--- src/rtl/avalon_pio_pkg.sv ---
// Shared register map and edge-mode encodings for the debounced Avalon-MM PIO.
package avalon_pio_pkg;

    localparam logic [2:0] ADDR_IN       = 3'd0;
    localparam logic [2:0] ADDR_OUT      = 3'd1;
    localparam logic [2:0] ADDR_OUT_SET  = 3'd2;
    localparam logic [2:0] ADDR_OUT_CLR  = 3'd3;
    localparam logic [2:0] ADDR_IRQ_MASK = 3'd4;
    localparam logic [2:0] ADDR_EDGE_CAP = 3'd5;

    localparam int EDGE_RISE = 0;
    localparam int EDGE_FALL = 1;
    localparam int EDGE_BOTH = 2;

endpackage

--- src/rtl/pio_debounce_bit.sv ---
// One input bit: two-flop synchroniser, stability counter, debounced level and
// a single-cycle pulse on the clock edge where the debounced level changes.
module pio_debounce_bit
    import avalon_pio_pkg::*;
#(
    parameter int   DEBOUNCE_CYCLES = 50000,
    parameter logic RESET_VAL       = 1'b0,
    parameter int   EDGE_MODE       = EDGE_RISE
) (
    input  logic clk,
    input  logic rst,
    input  logic raw,
    output logic deb,
    output logic edge_pulse
);

    localparam int CW = $clog2(DEBOUNCE_CYCLES + 1);
    localparam logic [CW-1:0] CNT_LAST = CW'(DEBOUNCE_CYCLES - 1);

    logic          sync_meta;
    logic          sync_s;
    logic [CW-1:0] cnt;
    logic          commit;

    // commit is true exactly on the cycle whose clock edge updates deb, so the
    // edge pulse lines up with the change and a reset never produces one
    assign commit = (sync_s != deb) && (cnt == CNT_LAST);

    always_comb begin
        case (EDGE_MODE)
            EDGE_FALL: edge_pulse = commit && !sync_s;
            EDGE_BOTH: edge_pulse = commit;
            default:   edge_pulse = commit && sync_s;
        endcase
    end

    always_ff @(posedge clk or posedge rst) begin
        if (rst) begin
            sync_meta <= RESET_VAL;
            sync_s    <= RESET_VAL;
            deb       <= RESET_VAL;
            cnt       <= '0;
        end else begin
            sync_meta <= raw;
            sync_s    <= sync_meta;
            if (sync_s == deb) begin
                cnt <= '0;
            end else if (cnt == CNT_LAST) begin
                deb <= sync_s;
                cnt <= '0;
            end else begin
                cnt <= cnt + CW'(1);
            end
        end
    end

endmodule

--- src/rtl/avalon_pio_debounced.sv ---
// Avalon-MM PIO slave: debounced input bank with sticky edge capture and a
// maskable level interrupt, plus an output latch with set/clear aliases.
module avalon_pio_debounced
    import avalon_pio_pkg::*;
#(
    parameter int              IN_W            = 3,
    parameter int              OUT_W           = 18,
    parameter int              DEBOUNCE_CYCLES = 50000,
    parameter logic [IN_W-1:0] IN_RESET_VAL    = '0,
    parameter logic [OUT_W-1:0] OUT_RESET_VAL  = '0,
    parameter int              EDGE_MODE       = EDGE_RISE
) (
    input  logic             clk_clk,
    input  logic             reset_reset,
    input  logic [2:0]       avs_address,
    input  logic             avs_read,
    input  logic             avs_write,
    input  logic [31:0]      avs_writedata,
    output logic [31:0]      avs_readdata,
    output logic             irq,
    input  logic [IN_W-1:0]  in_export,
    output logic [OUT_W-1:0] out_export
);

    logic [IN_W-1:0]  deb;
    logic [IN_W-1:0]  edge_pulse;
    logic [IN_W-1:0]  edge_cap;
    logic [IN_W-1:0]  irq_mask;
    logic [IN_W-1:0]  w1c;
    logic [OUT_W-1:0] out_reg;
    logic [31:0]      rd_mux;
    logic             unused_wd;

    for (genvar i = 0; i < IN_W; i++) begin : g_bit
        pio_debounce_bit #(
            .DEBOUNCE_CYCLES(DEBOUNCE_CYCLES),
            .RESET_VAL      (IN_RESET_VAL[i]),
            .EDGE_MODE      (EDGE_MODE)
        ) u_bit (
            .clk       (clk_clk),
            .rst       (reset_reset),
            .raw       (in_export[i]),
            .deb       (deb[i]),
            .edge_pulse(edge_pulse[i])
        );
    end

    assign out_export = out_reg;
    assign unused_wd  = &{1'b0, avs_writedata};
    assign w1c = (avs_write && (avs_address == ADDR_EDGE_CAP)) ? avs_writedata[IN_W-1:0] : '0;

    // write-only and reserved addresses fall through to zero
    always_comb begin
        rd_mux = '0;
        case (avs_address)
            ADDR_IN:       rd_mux[IN_W-1:0]  = deb;
            ADDR_OUT:      rd_mux[OUT_W-1:0] = out_reg;
            ADDR_IRQ_MASK: rd_mux[IN_W-1:0]  = irq_mask;
            ADDR_EDGE_CAP: rd_mux[IN_W-1:0]  = edge_cap;
            default:       rd_mux = '0;
        endcase
    end

    // readdata samples pre-write state, so a simultaneous read and write returns the old value;
    // a new edge is OR-ed in after the clear so a colliding capture survives
    always_ff @(posedge clk_clk or posedge reset_reset) begin
        if (reset_reset) begin
            out_reg      <= OUT_RESET_VAL;
            irq_mask     <= '0;
            edge_cap     <= '0;
            irq          <= 1'b0;
            avs_readdata <= '0;
        end else begin
            if (avs_write) begin
                case (avs_address)
                    ADDR_OUT:      out_reg  <= avs_writedata[OUT_W-1:0];
                    ADDR_OUT_SET:  out_reg  <= out_reg | avs_writedata[OUT_W-1:0];
                    ADDR_OUT_CLR:  out_reg  <= out_reg & ~avs_writedata[OUT_W-1:0];
                    ADDR_IRQ_MASK: irq_mask <= avs_writedata[IN_W-1:0];
                    default:       ;
                endcase
            end
            edge_cap <= (edge_cap & ~w1c) | edge_pulse;
            irq      <= |(edge_cap & irq_mask);
            if (avs_read) begin
                avs_readdata <= rd_mux;
            end
        end
    end

endmodule
--- config.mk ---
export PLATFORM = sky130hd
export DESIGN_NAME = avalon_pio_debounced
export DESIGN_NICKNAME = d
export VERILOG_FILES = /design/src/rtl/avalon_pio_pkg.sv /design/src/rtl/pio_debounce_bit.sv /design/src/rtl/avalon_pio_debounced.sv
export SDC_FILE = /design/constraint.sdc
export NUM_CORES = 1
export LEC_CHECK = 0
export CAP_MARGIN = 40
export CORE_ASPECT_RATIO = 0.75
export CORE_MARGIN = 2
export CORE_UTILIZATION = 35
export DETAILED_ROUTE_END_ITERATION = 8
export DONT_BUFFER_PORTS = 1
export PLACE_DENSITY = 0.51
export SYNTH_ARGS = -nofsm -noshare
export SYNTH_HDL_FRONTEND = slang
export SYNTH_SLANG_ARGS = --single-unit
--- constraint.sdc ---
create_clock -name clk_clk -period 2.9 [get_ports clk_clk]
set_input_delay 0.29 -clock clk_clk [delete_from_list [all_inputs] [get_ports clk_clk]]
set_output_delay 0.29 -clock clk_clk [all_outputs]
set_load 0.005 [all_outputs]
Word-level counts from Yosys, hierarchy flattened
Index checks and enable logic that the tools add are counted.

Flip-flop bits (word level): 100. Input bits: 42. Word-level logic and storage cells: 69.

Add/sub/neg operators: 3. Equal/unequal tests: 14. Mux-type cells: 10. Bitwise gates (word level): 10. Reduce and logical (&&, ||, !) cells: 15.

Operators by type and width (count): 2-to-1 mux 16 bit (6); one-hot mux 18 bit (3 select lines) (1); adder 16 x 1 -> 16 bit, second input constant (3); == test 16 bit, second input constant (3); AND 18 bit (1); NOT 18 bit (1); OR 18 bit (1); 2-to-1 mux 15 bit (1); one-hot mux 3 bit (4 select lines) (1); AND reduction 2 bit (5); logical AND 1 bit (7); AND 3 bit (2); == test 3 x 2 -> 1 bit, second input constant (2); == test 3 bit, second input constant (2); == test 1 bit (3); == test 3 x 1 -> 1 bit, second input constant (1); logical NOT 3 bit (1); 2-to-1 mux 3 bit (1); != test 1 bit (3); NOT 1 bit (3); NOT 3 bit (1); OR 3 bit (1); nonzero test 3 bit (1); OR reduction 3 bit (1).

Longest topological paths before layout
Word-level depth: 6. Mapped depth: 6. Gate-level depth less buffers: 5.

Hierarchy
From an unflattened synthesis, not the netlist that was laid out.

Cell total of the unflattened synthesis: 472. Area, all modules: 4938.5 µm².

By module, submodules not included: pio_debounce_bit (instances 3, cells an instance 89, area each 920.9 µm², sequential area each 475.5 µm²); avalon_pio_debounced (instances 1, cells an instance 205, area each 2175.8 µm², sequential area each 1076.0 µm²).

Worst setup path before layout
Ideal clock, no wire load.

Kind: reg-to-reg. Start point: register g_bit[2].u_bit.cnt[10]. End point: register g_bit[2].u_bit.deb. Setup time: 0.125 ns. Data arrival time: 1.542 ns. Data required time: 2.775 ns. Slack: 1.233 ns. Stages on the path, launching flop included: 4. Path through: dfrtp_1 -> or3_1 -> nor4_1 -> mux2_2.

Longest elaborated chain between the ends: 2.

RTL lines: start: declaration (line pio_debounce_bit.sv:22) `logic [CW-1:0] cnt;`; start signal: assignment (line pio_debounce_bit.sv:52) `cnt <= cnt + CW'(1);`; == test 16 bit (line pio_debounce_bit.sv:48) `end else if (cnt == CNT_LAST) begin`; AND reduction 2 bit (no source line); end signal: assignment (line pio_debounce_bit.sv:49) `deb <= sync_s;`; end: declaration (line pio_debounce_bit.sv:13) `output logic deb,`.

No other way between the ends. A chain may end at the register's enable or synchronous reset.

Worst setup path in the final report
Start point: register g_bit[0].u_bit.cnt[0]. End point: register g_bit[0].u_bit.cnt[14].

Longest elaborated chain between the ends: 3. Elaborated cells between the ends (all ways): 4. Classes of those cells: add/sub: 1; eq/ne: 1; mux: 2.

RTL lines: start: declaration (line pio_debounce_bit.sv:22); start signal: assignment (line pio_debounce_bit.sv:52); adder 16 x 1 -> 16 bit or == test 16 bit (tied branches) (line pio_debounce_bit.sv:52, pio_debounce_bit.sv:48); 2-to-1 mux 16 bit * (line pio_debounce_bit.sv:48); 2-to-1 mux 16 bit * (line pio_debounce_bit.sv:46) `if (sync_s == deb) begin`.

Every way passes the cells marked *; elsewhere a longest branch is shown, timed or not.

==> impl_metrics.tcl <==
set metrics [dict create \
    crit_start "g_bit[0].u_bit.cnt[0]" \
    dpl_cell_area_um2 4840 \
    fin_area_um2 5210 \
    yosysTopAreaCell "dfrtp_1" \
    synth_edf_count 0 \
    finalNetCount 515 \
    crit_fanout 16 \
    ys_warn_count 0 \
    dp_hpwl_um 6830 \
    grt-ovfl-total 0 \
    place_ws_ps 777 \
    grt_max_degree 35 \
    setup_viol 0 \
    fin_cells 646 \
    clk_latency_ps 340 \
    report.final.slew_viol_count 0 \
    synth_flop_cell "dfrtp_1" \
    dieWidth_um 138 \
    r2r-start "g_bit[0].u_bit.cnt[0]" \
    cts_buffer_depth 2 \
    root_buffer "clkbuf_16" \
    arrival_ps 2250 \
    die_area_um2 14400 \
    skew_ps 5.83 \
    h-tree-depth 3 \
    antenna_cells 0 \
    ant_nets 0 \
    crit_family "compound AO/OA/AOI/OAI gates" \
    min_period_over_period 0.710 \
    place.port_buffers 0 \
    yosysSeqAreaShare 0.532 \
    max_freq_mhz 486 \
    path_cells "ha_1 > nand3_1 > o41ai_4 > nor2_1" \
    final_hold_viol_count 0 \
    die_h_um 104 \
    wirelength_um 9540 \
    vias 3194 \
    yosys.area.top_type_share 0.532 \
    drtIter0Drc 306 \
    syn_area_um2 4700 \
    antenna_found_initial 0 \
    cp-start-kind "flip-flop" \
    viasPerCell 4.94 \
    layout_commonest_cell "dfrtp_1" \
    min_from "avs_writedata[14]" \
    clk_pin_slew_ps 70 \
    grt_pass1_wl_um 16300 \
    syn_area_per_cell_um2 10.2 \
    layout-drive-gt1-share 0.0758 \
    final_core_util 0.399 \
    crit_type "reg -> reg" \
    drt_first_pass_iters 4 \
    gp_congestion 0.788 \
    wl_per_cell_um 14.8 \
    synthTopCellsByArea "dfrtp_1 (53%), xnor2_1 (7.1%), nor2_1 (6.1%)" \
    cts_tree "built" \
    layout_common_cells "dfrtp_1 (100), nor2_1 (76), xnor2_1 (38)" \
    worstMarginPinSlew_ps 865 \
    cp.required_ps 3090 \
    reg2reg_slack_ps 840 \
    p_per_area_nw_per_um2 584 \
    slowest_stage "o41ai_4" \
    slew_headroom 0.421 \
    syn2layout_area_growth_pct 10.8 \
    dp_cells 626 \
    critPathMaxStageDelay_ps 890 \
    drcViolationCount 0 \
    track_usage 0.144 \
    finalCriticalPeriod_ps 2060 \
    cts_buffers 9 \
    fillers 1266 \
    first_global_vias 3193 \
    maxCapViolations 0 \
    rsz0062_at_grt "no" \
    rows 36 \
    tns_ps 0 \
    ctsResizeCount 0 \
    cts_sinks 100 \
    postSynthCellCount 461 \
    coreArea_um2 13100 \
    async_reset_ff_frac 1.00 \
    synth_cell_types 35 \
    layout_setup_ws_ps 841 \
    worstHoldPathType "in -> reg" \
    cts_setup_buffers 0 \
    ios 93 \
    ys_ff_latch 100 \
    p_leak_nw 2.15 \
    start_util 0.360 \
    end_kind "flip-flop" \
    crit_buf_inv 0 \
    status "finished, final reports clean" \
    peakVddDrop_v 0.000276 \
]
==> power by group <==
group	internal [W]	total [W]	switching, W	leakage [nW]
sequential	0.00147	0.00155	0.0000849	1.33
combinational	0.0000860	0.000188	0.000102	0.659
clock	0.000783	0.00130	0.000518	0.156
total	0.00234	0.00304	0.000704	2.15
==> cell usage after synthesis, types with 2 or more instances <==
cell type,instances
xnor2_1,38
nand4_1,10
o21ai_0,23
nand3_1,17
mux2i_1,8
mux4_2,3
a32o_1,3
nand2_1,31
clkbuf_1,4
buf_4,16
inv_1,38
nand2b_1,2
ha_1,3
o22ai_1,3
nor4_1,17
a211oi_1,10
nand3b_1,3
a21oi_1,10
nor3_1,10
mux2_2,6
a22oi_1,8
o41ai_4,3
buf_6,3
dfrtp_1,100
nor2_1,76
xor2_1,7
==> through the flow <==
stage | power [W] | hold slack (ps)
after CTS | 0.00308 | 17.2
after global placement | 0.00176 | 307
after floorplan | 0.00173 | 321
after detailed placement | 0.00177 | 320
final | 0.00304 | 28.6
after global routing | 0.00318 | 6.94
==> path summary, 6_finish.rpt <==
kind	depth (start not counted)	endpoint
min in group asynchronous	2	g_bit[2].u_bit.sync_meta
max reg2reg	4	g_bit[0].u_bit.cnt[14]
max	4	g_bit[0].u_bit.cnt[14]
max in group asynchronous	3	g_bit[1].u_bit.cnt[7]
min reg2reg	0	g_bit[0].u_bit.sync_s
min	1	out_export[14]
==> repair_timing <==
action,in CTS,in global routing
setup endpoints to repair,0,0
hold buffers,4,0
hold endpoints to repair,33,0
==> worst reg2reg max path: stages (launching register included) <==
cell,delay (ps)
dfrtp_1,390
ha_1,190
nand3_1,320
o41ai_4,890
nor2_1,120
==> per-layer routing <==
| layer | GRT usage | routed length [um] |
|---|---|---|
| met1 | 0.204 | 4630 |
| met2 | 0.206 | 4240 |
| met3 | 0.0565 | 584 |
| met4 | 0.0350 | 85 |
| met5 | 0 | 0 |
==> flip-flops by register name, indices dropped and copies added, names as in the netlist <==
signal / cells
avs_readdata: 18
g_bit.u_bit.cnt: 48
g_bit.u_bit.sync_s: 3
edge_cap: 3
g_bit.u_bit.deb: 3
irq: 1
out_export: 18
irq_mask: 3
g_bit.u_bit.sync_meta: 3
==> layout make-up <==
| class | instances | area [um^2] | area share |
|---|---|---|---|
| sequential | 100 | 2500 | 0.480 |
| multi-input combinational | 311 | 1930 | 0.371 |
| clock buffer | 11 | 243 | 0.0466 |
| tap | 171 | 214 | 0.0411 |
| inverter | 38 | 146 | 0.0281 |
| clock inverter | 5 | 85.1 | 0.0163 |
| timing repair buffer | 10 | 85.1 | 0.0163 |
==> cells by family (layout without fill, tap and decap cells) <==
logic type,Yosys count,count (layout),share of synthesized area
AND/OR/NAND/NOR,171,171,0.167
adder cells (fa/ha/maj),3,3,0.00798
flip-flops,100,100,0.532
other,1,14,0.000797
XOR/XNOR,45,45,0.0838
buffers and inverters,63,64,0.0684
multiplexers,17,17,0.0458
AO/OA/AOI/OAI,61,61,0.0939
Note: power is estimated with default switching activity, not from simulation.
